<file path="src/rtl/vga_pkg.sv">
// Shared raster timing constants and coordinate type used by the timing
// generator and the comparator/renderer side.
package vga_pkg;

    localparam int COORD_W = 10;
    typedef logic [COORD_W-1:0] coord_t;

    localparam int unsigned DEF_CLK_DIV   = 2;
    localparam int unsigned DEF_H_VISIBLE = 640;
    localparam int unsigned DEF_H_FRONT   = 16;
    localparam int unsigned DEF_H_SYNC    = 96;
    localparam int unsigned DEF_H_BACK    = 48;
    localparam int unsigned DEF_V_VISIBLE = 480;
    localparam int unsigned DEF_V_FRONT   = 10;
    localparam int unsigned DEF_V_SYNC    = 2;
    localparam int unsigned DEF_V_BACK    = 33;

    localparam int unsigned DEF_H_TOTAL =
        DEF_H_VISIBLE + DEF_H_FRONT + DEF_H_SYNC + DEF_H_BACK;
    localparam int unsigned DEF_V_TOTAL =
        DEF_V_VISIBLE + DEF_V_FRONT + DEF_V_SYNC + DEF_V_BACK;
    localparam int unsigned DEF_HS_START = DEF_H_VISIBLE + DEF_H_FRONT;
    localparam int unsigned DEF_HS_END   = DEF_HS_START + DEF_H_SYNC;
    localparam int unsigned DEF_VS_START = DEF_V_VISIBLE + DEF_V_FRONT;
    localparam int unsigned DEF_VS_END   = DEF_VS_START + DEF_V_SYNC;

    // Half-open window test [lo, hi) on a coordinate.
    function automatic logic in_window(coord_t c, int unsigned lo, int unsigned hi);
        return (32'(c) >= lo) && (32'(c) < hi);
    endfunction

endpackage

</file>
<file path="src/rtl/vga_mod_counter.sv">
// Enabled modulo-N coordinate counter; wrap flags the enabled terminal count.
module vga_mod_counter
    import vga_pkg::*;
#(
    parameter int unsigned MODULUS = 800
) (
    input  logic   clk,
    input  logic   rst,
    input  logic   en,
    output coord_t count,
    output logic   wrap
);

    localparam coord_t LAST = coord_t'(MODULUS - 1);

    assign wrap = en && (count == LAST);

    always_ff @(posedge clk) begin
        if (rst) begin
            count <= '0;
        end else if (en) begin
            count <= wrap ? '0 : count + coord_t'(1);
        end
    end

endmodule

</file>
<file path="src/rtl/vga_coord_gen.sv">
// Raster timing generator: pixel-rate divider, h/v coordinate sweep and
// sync/blanking outputs aligned with the coordinates.
module vga_coord_gen
    import vga_pkg::*;
#(
    parameter int unsigned CLK_DIV   = DEF_CLK_DIV,
    parameter int unsigned H_VISIBLE = DEF_H_VISIBLE,
    parameter int unsigned H_FRONT   = DEF_H_FRONT,
    parameter int unsigned H_SYNC    = DEF_H_SYNC,
    parameter int unsigned H_BACK    = DEF_H_BACK,
    parameter int unsigned V_VISIBLE = DEF_V_VISIBLE,
    parameter int unsigned V_FRONT   = DEF_V_FRONT,
    parameter int unsigned V_SYNC    = DEF_V_SYNC,
    parameter int unsigned V_BACK    = DEF_V_BACK
) (
    input  logic   clk,
    input  logic   rst,
    output coord_t pixel_x,
    output coord_t pixel_y,
    output logic   video_on,
    output logic   hsync,
    output logic   vsync,
    output logic   pixel_tick,
    output logic   frame_tick
);

    localparam int unsigned H_TOTAL  = H_VISIBLE + H_FRONT + H_SYNC + H_BACK;
    localparam int unsigned V_TOTAL  = V_VISIBLE + V_FRONT + V_SYNC + V_BACK;
    localparam int unsigned HS_START = H_VISIBLE + H_FRONT;
    localparam int unsigned HS_END   = HS_START + H_SYNC;
    localparam int unsigned VS_START = V_VISIBLE + V_FRONT;
    localparam int unsigned VS_END   = VS_START + V_SYNC;

    generate
        if (H_TOTAL > 1024 || V_TOTAL > 1024) begin : g_bad_total
            $error("vga_coord_gen: H_TOTAL/V_TOTAL exceed 10-bit coordinate range");
        end
        if (CLK_DIV < 1 || CLK_DIV > 16) begin : g_bad_div
            $error("vga_coord_gen: CLK_DIV must be 1..16");
        end
    endgenerate

    localparam logic [3:0] DIV_LAST = 4'(CLK_DIV - 1);

    logic [3:0] div;
    logic       h_wrap;
    logic       v_wrap;
    coord_t     x_next;
    coord_t     y_next;

    // With CLK_DIV=1 div stays at 0 and pixel_tick is permanently high.
    always_ff @(posedge clk) begin
        if (rst) begin
            div <= '0;
        end else if (div == DIV_LAST) begin
            div <= '0;
        end else begin
            div <= div + 4'd1;
        end
    end

    assign pixel_tick = (div == DIV_LAST);

    vga_mod_counter #(.MODULUS(H_TOTAL)) u_h_cnt (
        .clk   (clk),
        .rst   (rst),
        .en    (pixel_tick),
        .count (pixel_x),
        .wrap  (h_wrap)
    );

    vga_mod_counter #(.MODULUS(V_TOTAL)) u_v_cnt (
        .clk   (clk),
        .rst   (rst),
        .en    (h_wrap),
        .count (pixel_y),
        .wrap  (v_wrap)
    );

    assign frame_tick = v_wrap;

    // Syncs are decoded from the coordinates the counters are about to load,
    // so they switch on the same edge as pixel_x/pixel_y.
    always_comb begin
        x_next = pixel_x;
        y_next = pixel_y;
        if (h_wrap) begin
            x_next = '0;
        end else if (pixel_tick) begin
            x_next = pixel_x + coord_t'(1);
        end
        if (v_wrap) begin
            y_next = '0;
        end else if (h_wrap) begin
            y_next = pixel_y + coord_t'(1);
        end
    end

    always_ff @(posedge clk) begin
        if (rst) begin
            hsync    <= 1'b1;
            vsync    <= 1'b1;
            video_on <= 1'b1;
        end else begin
            hsync    <= !in_window(x_next, HS_START, HS_END);
            vsync    <= !in_window(y_next, VS_START, VS_END);
            video_on <= (32'(x_next) < H_VISIBLE) && (32'(y_next) < V_VISIBLE);
        end
    end

endmodule
</file>
<file path="config.mk">
export PLATFORM = sky130hd
export DESIGN_NAME = vga_coord_gen
export DESIGN_NICKNAME = d
export VERILOG_FILES = /design/src/rtl/vga_pkg.sv /design/src/rtl/vga_mod_counter.sv /design/src/rtl/vga_coord_gen.sv
export SDC_FILE = /design/constraint.sdc
export NUM_CORES = 1
export LEC_CHECK = 0
export CAP_MARGIN = 20
export CORE_MARGIN = 3
export CORE_UTILIZATION = 52
export CTS_CLUSTER_DIAMETER = 60
export DETAILED_ROUTE_END_ITERATION = 8
export HOLD_SLACK_MARGIN = 0.03
export PLACE_DENSITY = 0.79
export SYNTH_ARGS = -nofsm -noshare
export SYNTH_HDL_FRONTEND = slang
export SYNTH_SLANG_ARGS = --single-unit
</file>
<file path="constraint.sdc">
create_clock -name clk -period 2.4 [get_ports clk]
set_clock_uncertainty 0.1 [all_clocks]
set_input_delay 0.48 -clock clk [delete_from_list [all_inputs] [get_ports clk]]
set_output_delay 0.48 -clock clk [all_outputs]
set_load 0.1 [all_outputs]
</file>
==> flow_metrics.py, run 1 <==
metrics = {
    "run_status": {
        "status": "finished, violations left",
        "failed_checks": "negative setup slack",
    },
    "critical_path": {
        "critPathCapture": "frame_tick",
        "r2r_cells": 11,
        "crit_family": "simple AND/OR/NAND/NOR gates",
        "critPathArrivalTime_ns": 1.84,
        "cp_slowest_stage_delay_ns": 0.39,
        "worstReg2RegStart": "div[1]$_SDFF_PP0_",
        "path_buf_inv": 3,
        "crit_type": "reg -> out",
        "crit_chain": "inv_2, ha_4, or3b_4, clkinv_4, and4_4, and2_4, buf_12",
        "cp-startpoint": "div[1]$_SDFF_PP0_",
        "critPathLaunchType": "flip-flop",
        "critical_path_required_ns": 1.82,
        "reg2reg_slack_ns": 0.14,
        "endpoint_kind": "output pin",
        "timing.rr.end": "video_on$_SDFF_PP1_",
        "cp_slowest_cell": "or3b_4",
        "cp_max_fo": 2,
        "crit_cells": 7,
    },
    "finish": {
        "drive_gt1_share_pct": 35.1,
        "post-route-util_pct": 68.3,
        "antenna_cells": 0,
        "nNetsFinal": 216,
        "syn_to_final_growth_pct": 23.7,
        "final_area_mm2": 0.00192,
    },
    "routing": {
        "via_per_inst": 5.92,
        "drc": 0,
        "wire_per_inst_um": 15.2,
        "ant_nets": 0,
        "met3_wirelength_um": 206,
        "drt-initial-drc-count": 109,
        "drt_wl_total_mm": 3.62,
        "vias": 1415,
        "dr_wl_met2_mm": 1.74,
        "drt_first_pass_iters": 4,
        "met1Wirelength_mm": 1.62,
        "route.top_layer_used": "met4",
    },
    "grt": {
        "grtUsageTotal_pct": 21.4,
        "antenna_found_initial": 0,
        "grt_max_degree": 16,
        "grt_pass1_vias": 1331,
        "overflow": 0,
        "grt_pass1_wl_mm": 6.02,
    },
    "synthesis": {
        "synth-xor-area-share_pct": 10.7,
        "synth_edf_count": 0,
        "synthDistinctLibCells": 48,
        "synth_seq_cells": 27,
        "synth_compound_area_share_pct": 11.4,
        "synth_top_family_by_area": "simple AND/OR/NAND/NOR gates",
        "synth_fa_ha_area_share_pct": 4.04,
        "async_flop_share_pct": 0,
        "yosysWarnings": 0,
        "syn-num-nets": 185,
        "synth_simple_gate_area_share_pct": 30.4,
        "syn_inst": 178,
        "synth_area_per_cell_um2": 8.70,
        "synth_area_mm2": 0.00155,
        "yosys_most_used_dff": "dfxtp_1",
        "synth_mux_area_share_pct": 1.29,
        "ys_seq_area_share_pct": 34.9,
    },
    "pwr": {
        "p_leak_nw": 0.751,
        "powerDensity_mw_per_mm2": 449,
        "total_power_uw": 860,
        "ir_worst_vdd_mv": 0.353,
    },
    "floorplan": {
        "io_pins": 27,
        "fp.dieH_um": 60.6,
        "die_x_um": 60.6,
        "row_count": 19,
        "core-area_mm2": 0.00281,
        "die_area_mm2": 0.00367,
        "initial_core_util_pct": 55.2,
    },
    "clocking": {
        "root_buffer": "clkbuf_4",
        "clk_pin_slew_ns": 0.15,
        "worstSkewPairLatency_ns": 0.32,
        "cts_sinks": 27,
        "htree_num_levels": 1,
        "ctsHoldBuffers": 0,
        "cts_tree": "done",
        "numCtsBuffers": 3,
        "cts.path.max_buffers": 2,
    },
    "sta": {
        "fin_crit_sh_pct": 101,
        "setup_tns_ns": -0.0174,
        "layout_setup_ws_ns": -0.0174,
        "clock.fmax_mhz": 414,
        "setup_viol": 1,
        "slew_viol_final": 0,
        "rsz0062_at_grt": "yes",
        "fin_hold_ws_ns": 0.427,
        "worstMarginPinSlew_ns": 0.457,
        "finalCriticalPeriod_ns": 2.42,
        "slew_headroom_pct": 69.3,
        "hold_violations": 0,
    },
    "hold_path": {
        "worst_hold_path_type": "reg -> reg",
    },
    "flow_run": {
        "drv_cap": 0,
    },
    "placed_design": {
        "io_buffers": 26,
        "dp_hpwl_mm": 2.72,
        "dpl-instance-area_mm2": 0.00184,
        "gp_congestion": 0.870,
    },
}
[worst reg2reg max path: stages, from the launching register on]
cell and delay (ns):
dfxtp_2 0.35, inv_2 0.06, ha_4 0.11, or3b_4 0.39
clkinv_4 0.06, and4_4 0.21, buf_4 0.10, buf_4 0.12
buf_4 0.13, o211ai_1 0.11, a32o_1 0.24, o31ai_1 0.21
[Yosys cell counts (all sizes together), types with 2 or more instances]
cell type	count	area [um2]
dfxtp	27	541
nor2	16	60.1
nor3	16	80.1
xnor2	13	114
clkbuf	9	33.8
nand2	9	33.8
nand4	9	56.3
inv	7	26.3
nand3	7	35.0
xor2	6	52.6
ha	5	62.6
nor4	5	46.3
and3	4	25.0
buf	4	43.8
a21oi	3	15.0
nand3b	3	22.5
o21ai	3	15.0
and2	2	12.5
and4	2	17.5
mux2i	2	20.0
nor4b	2	32.5
o2111ai	2	17.5
o211ai	2	28.8
or2	2	12.5
[state kept, by name, indices dropped and copies added, names as in the netlist]
name,cells
vsync,1
hsync,1
u_h_cnt.count,10
video_on,1
div,4
u_v_cnt.count,10
[worst min path at each step]
| stage | startpoint | end | slack (ns) | cells past startpoint |
|---|---|---|---|---|
| 4_1_cts | u_h_cnt.count[3]$_SDFFE_PP0N_ | u_h_cnt.count[3]$_SDFFE_PP0N_ | 0.43 | 2 |
| 5_1_grt | u_h_cnt.count[3]$_SDFFE_PP0N_ | u_h_cnt.count[3]$_SDFFE_PP0N_ | 0.46 | 2 |
| 2_1_floorplan | div[0]$_SDFF_PP0_ | div[0]$_SDFF_PP0_ | 0.36 | 1 |
| 3_5_place_dp | div[0]$_SDFF_PP0_ | div[0]$_SDFF_PP0_ | 0.39 | 1 |
| 3_3_place_gp | div[0]$_SDFF_PP0_ | div[0]$_SDFF_PP0_ | 0.37 | 1 |
| 6_report | u_h_cnt.count[3]$_SDFFE_PP0N_ | u_h_cnt.count[3]$_SDFFE_PP0N_ | 0.43 | 2 |
[cells by family after synthesis]
family | after synthesis
AO/OA/AOI/OAI | 22
multiplexers | 2
adder cells (fa/ha/maj) | 5
XOR/XNOR | 19
buffers and inverters | 21
flip-flops | 27
AND/OR/NAND/NOR | 82
[per-stage QoR]
stage | setup WS, ns | std cells
floorplan | 0.00333 | 178
global placement | 0.202 | 231
detailed placement | 0.136 | 231
CTS | -0.0118 | 239
global route | -0.0858 | 239
finish | -0.0174 | 239
[cell type report]
class | count | area, um2
Clock inverter | 1 | 5.00
Sequential cell | 27 | 578
Tap cell | 31 | 38.8
Fill cell | 239 | 890
Inverter | 8 | 35.0
Multi-Input combinational cell | 130 | 916
Clock buffer | 3 | 22.5
Timing Repair Buffer | 39 | 320
[placed cells by master, fill, tap and decap left out, types with 2 or more instances in the layout]
cell type	Yosys	layout
or2_2	2	2
inv_1	7	6
mux2i_1	2	2
nand3_1	7	7
xnor2_1	13	13
o2111ai_1	2	2
buf_4	1	36
dfxtp_2	0	15
clkbuf_4	0	3
o21ai_0	3	3
buf_12	1	2
ha_1	5	4
dfxtp_1	27	7
nor2_1	16	16
nor3_1	16	16
nor4_1	4	4
nand3b_1	3	3
nand2_1	9	9
a21oi_1	3	3
xor2_1	6	6
nand4_1	9	9
dfxtp_4	0	5
and3_1	4	4
[where the power goes]
group	internal [mW]	switching, mW
Sequential	0.460	0.0151
Combinational	0.0638	0.124
Clock	0.0625	0.135
Total	0.586	0.273
[layer usage]
metal | vias up | GRT usage [%]
met5 | - | 0
met4 | 0 | 8.05
met3 | 10 | 4.68
met2 | 40 | 34.2
met1 | 668 | 28.2
li1 | 697 | -
[timing repair]
item | 4_1_cts | 5_1_grt
pin swaps | 0 | 0
setup endpoints to repair | 1 | 2
gates resized for setup | 8 | 0
setup buffers | 4 | 1
Power figures use the tool's default switching activity.
==> inputs of run 2 (changes only) <==
--- a/config.mk
+++ b/config.mk
@@ -11,7 +11,9 @@
 export CTS_CLUSTER_DIAMETER = 60
 export DETAILED_ROUTE_END_ITERATION = 8
 export HOLD_SLACK_MARGIN = 0.03
+export MAX_ROUTING_LAYER = met4
 export PLACE_DENSITY = 0.79
+export SKIP_CTS_REPAIR_TIMING = 1
 export SYNTH_ARGS = -nofsm -noshare
 export SYNTH_HDL_FRONTEND = slang
 export SYNTH_SLANG_ARGS = --single-unit
==> flow_metrics.py, run 2 (synthesis gave the netlist of run 1 again) <==
metrics = {
    "run_status": {
        "status": "finished, violations left",
        "failed_checks": "negative setup slack",
    },
    "hold_path": {
        "hold_depth": 1,
        "hold_path_end": "div[0]$_SDFF_PP0_",
        "hp-start": "div[0]$_SDFF_PP0_",
        "worst_hold_path_type": "reg -> reg",
    },
    "finish": {
        "antenna_cells": 0,
        "largestRegisters": "u_h_cnt.count: 10 flops, u_v_cnt.count: 10 flops, div: 4 flops",
        "final_common_cell": "buf_4",
        "syn_to_final_growth_pct": 22.9,
        "fillers": 240,
        "nNetsFinal": 214,
        "drive_gt1_share_pct": 34.5,
        "final_cell_mix": "34 x buf_4, 16 x nor2_1, 16 x nor3_1",
        "final_area_mm2": 0.00190,
        "regArea_um2": 581,
        "multi_input_area_um2": 916,
    },
    "sta": {
        "slew_viol_final": 0,
        "hold_violations": 0,
        "setup_viol": 1,
        "worstMarginPinSlew_ns": 0.441,
        "layout_setup_ws_ns": -0.0515,
        "slew_headroom_pct": 70.4,
        "fin_hold_ws_ns": 0.373,
        "clock.fmax_mhz": 408,
        "rsz0062_at_grt": "yes",
        "finalCriticalPeriod_ns": 2.45,
        "fin_crit_sh_pct": 102,
    },
    "routing": {
        "wire_per_inst_um": 15.1,
        "drt_wl_total_mm": 3.57,
        "via_per_inst": 5.95,
        "drt_first_pass_iters": 4,
        "vias": 1411,
        "drt-initial-drc-count": 126,
        "drc": 0,
        "ant_nets": 0,
    },
    "critical_path": {
        "cp_slowest_cell": "or3b_4",
        "r2r_cells": 9,
        "crit_type": "reg -> out",
        "worstReg2RegStart": "div[1]$_SDFF_PP0_",
        "critical_path_required_ns": 1.82,
        "critPathArrivalTime_ns": 1.87,
        "critPathLaunchType": "flip-flop",
        "path_buf_inv": 3,
        "cp_max_fo": 4,
        "crit_chain": "inv_2, ha_4, or3b_4, clkinv_4, and4_4, and2_4, buf_12",
        "timing.rr.end": "u_v_cnt.count[7]$_SDFFE_PP0N_",
        "endpoint_kind": "output pin",
        "reg2reg_slack_ns": 0.27,
        "crit_family": "simple AND/OR/NAND/NOR gates",
        "cp_slowest_stage_delay_ns": 0.39,
    },
    "floorplan": {
        "die_area_mm2": 0.00367,
        "fp.dieH_um": 60.6,
        "core-area_mm2": 0.00281,
        "initial_core_util_pct": 55.2,
        "row_count": 19,
        "die_x_um": 60.6,
        "io_pins": 27,
    },
    "grt": {
        "grt_pass1_wl_mm": 5.84,
        "grtUsageTotal_pct": 21.3,
        "antenna_found_initial": 0,
        "grt_max_degree": 16,
        "overflow": 0,
        "grt_pass1_vias": 1288,
    },
    "pwr": {
        "p_leak_nw": 0.740,
        "powerDensity_mw_per_mm2": 449,
        "ir_worst_vdd_mv": 0.354,
    },
    "flow_run": {
        "drv_cap": 0,
    },
    "clocking": {
        "cts.path.max_buffers": 2,
        "cts_sinks": 27,
        "cts_tree": "done",
        "root_buffer": "clkbuf_4",
        "htree_num_levels": 1,
        "clk_pin_slew_ns": 0.14,
        "numCtsBuffers": 3,
        "worstSkewPairLatency_ns": 0.32,
    },
    "placed_design": {
        "gp_congestion": 0.884,
        "io_buffers": 26,
        "dpl-instance-area_mm2": 0.00184,
        "dp_hpwl_mm": 2.72,
    },
}
[run 2: changes by cell type in the layout (fill, tap and decap cells not counted), sizes merged]
cell  before  now
buf       38   36
[run 2: worst register-to-register path: stages (launching register included)]
cell and delay [ns]:
dfxtp_2 0.36, inv_2 0.06, ha_4 0.11, or3b_4 0.39, clkinv_4 0.06, buf_4 0.12, nand4_1 0.23, nor4_1 0.38
xnor2_1 0.17, nor2_1 0.05
[run 2: routing by layer]
metal  wire length (um)  GRT usage (%)  part of all wire [%]
met5                  0              -                     0
met4                 28           6.50                  0.78
met3                205           3.83                   5.7
met2               1760           33.7                    49
met1               1580           27.7                    44
[run 2: worst max path at each step]
stage / startpoint / to / slack, ns / depth (start not counted)
after CTS: div[0]$_SDFF_PP0_ / frame_tick / -0.23 / 6
after floorplan: u_v_cnt.count[3]$_SDFFE_PP0N_ / frame_tick / 0.003 / 4
final: div[1]$_SDFF_PP0_ / frame_tick / -0.05 / 7
after global routing: div[1]$_SDFF_PP0_ / frame_tick / -0.13 / 7
after detailed placement: div[0]$_SDFF_PP0_ / frame_tick / 0.14 / 6
after global placement: div[0]$_SDFF_PP0_ / frame_tick / 0.20 / 6
[run 2: where the power goes]
group	switching, mW	total (mW)	leakage (nW)	internal [mW]
Sequential	0.0173	0.478	0.230	0.461
Combinational	0.120	0.181	0.493	0.0614
Clock	0.134	0.196	0.0177	0.0625
Total	0.271	0.855	0.740	0.584
[run 2: layout make-up]
type                            count  area share [%]
Multi-Input combinational cell    130            48.1
Timing Repair Buffer               37            16.0
Inverter                            8            1.84
Tap cell                           31            2.04
Sequential cell                    27            30.5
Clock buffer                        3            1.18
Clock inverter                      1           0.263
[run 2: per-stage QoR]
stage | total power [mW] | utilization, % | instances | setup slack [ns] | TNS (ns)
5_1_grt | 0.900 | 67.8 | 237 | -0.133 | -0.133
3_5_place_dp | 0.653 | 65.5 | 231 | 0.136 | 0
4_1_cts | 0.845 | 66.5 | 235 | -0.234 | -0.234
2_1_floorplan | 0.621 | - | 178 | 0.00333 | 0
6_report | 0.855 | 67.8 | 237 | -0.0515 | -0.0515
3_3_place_gp | 0.648 | 65.5 | 231 | 0.202 | 0
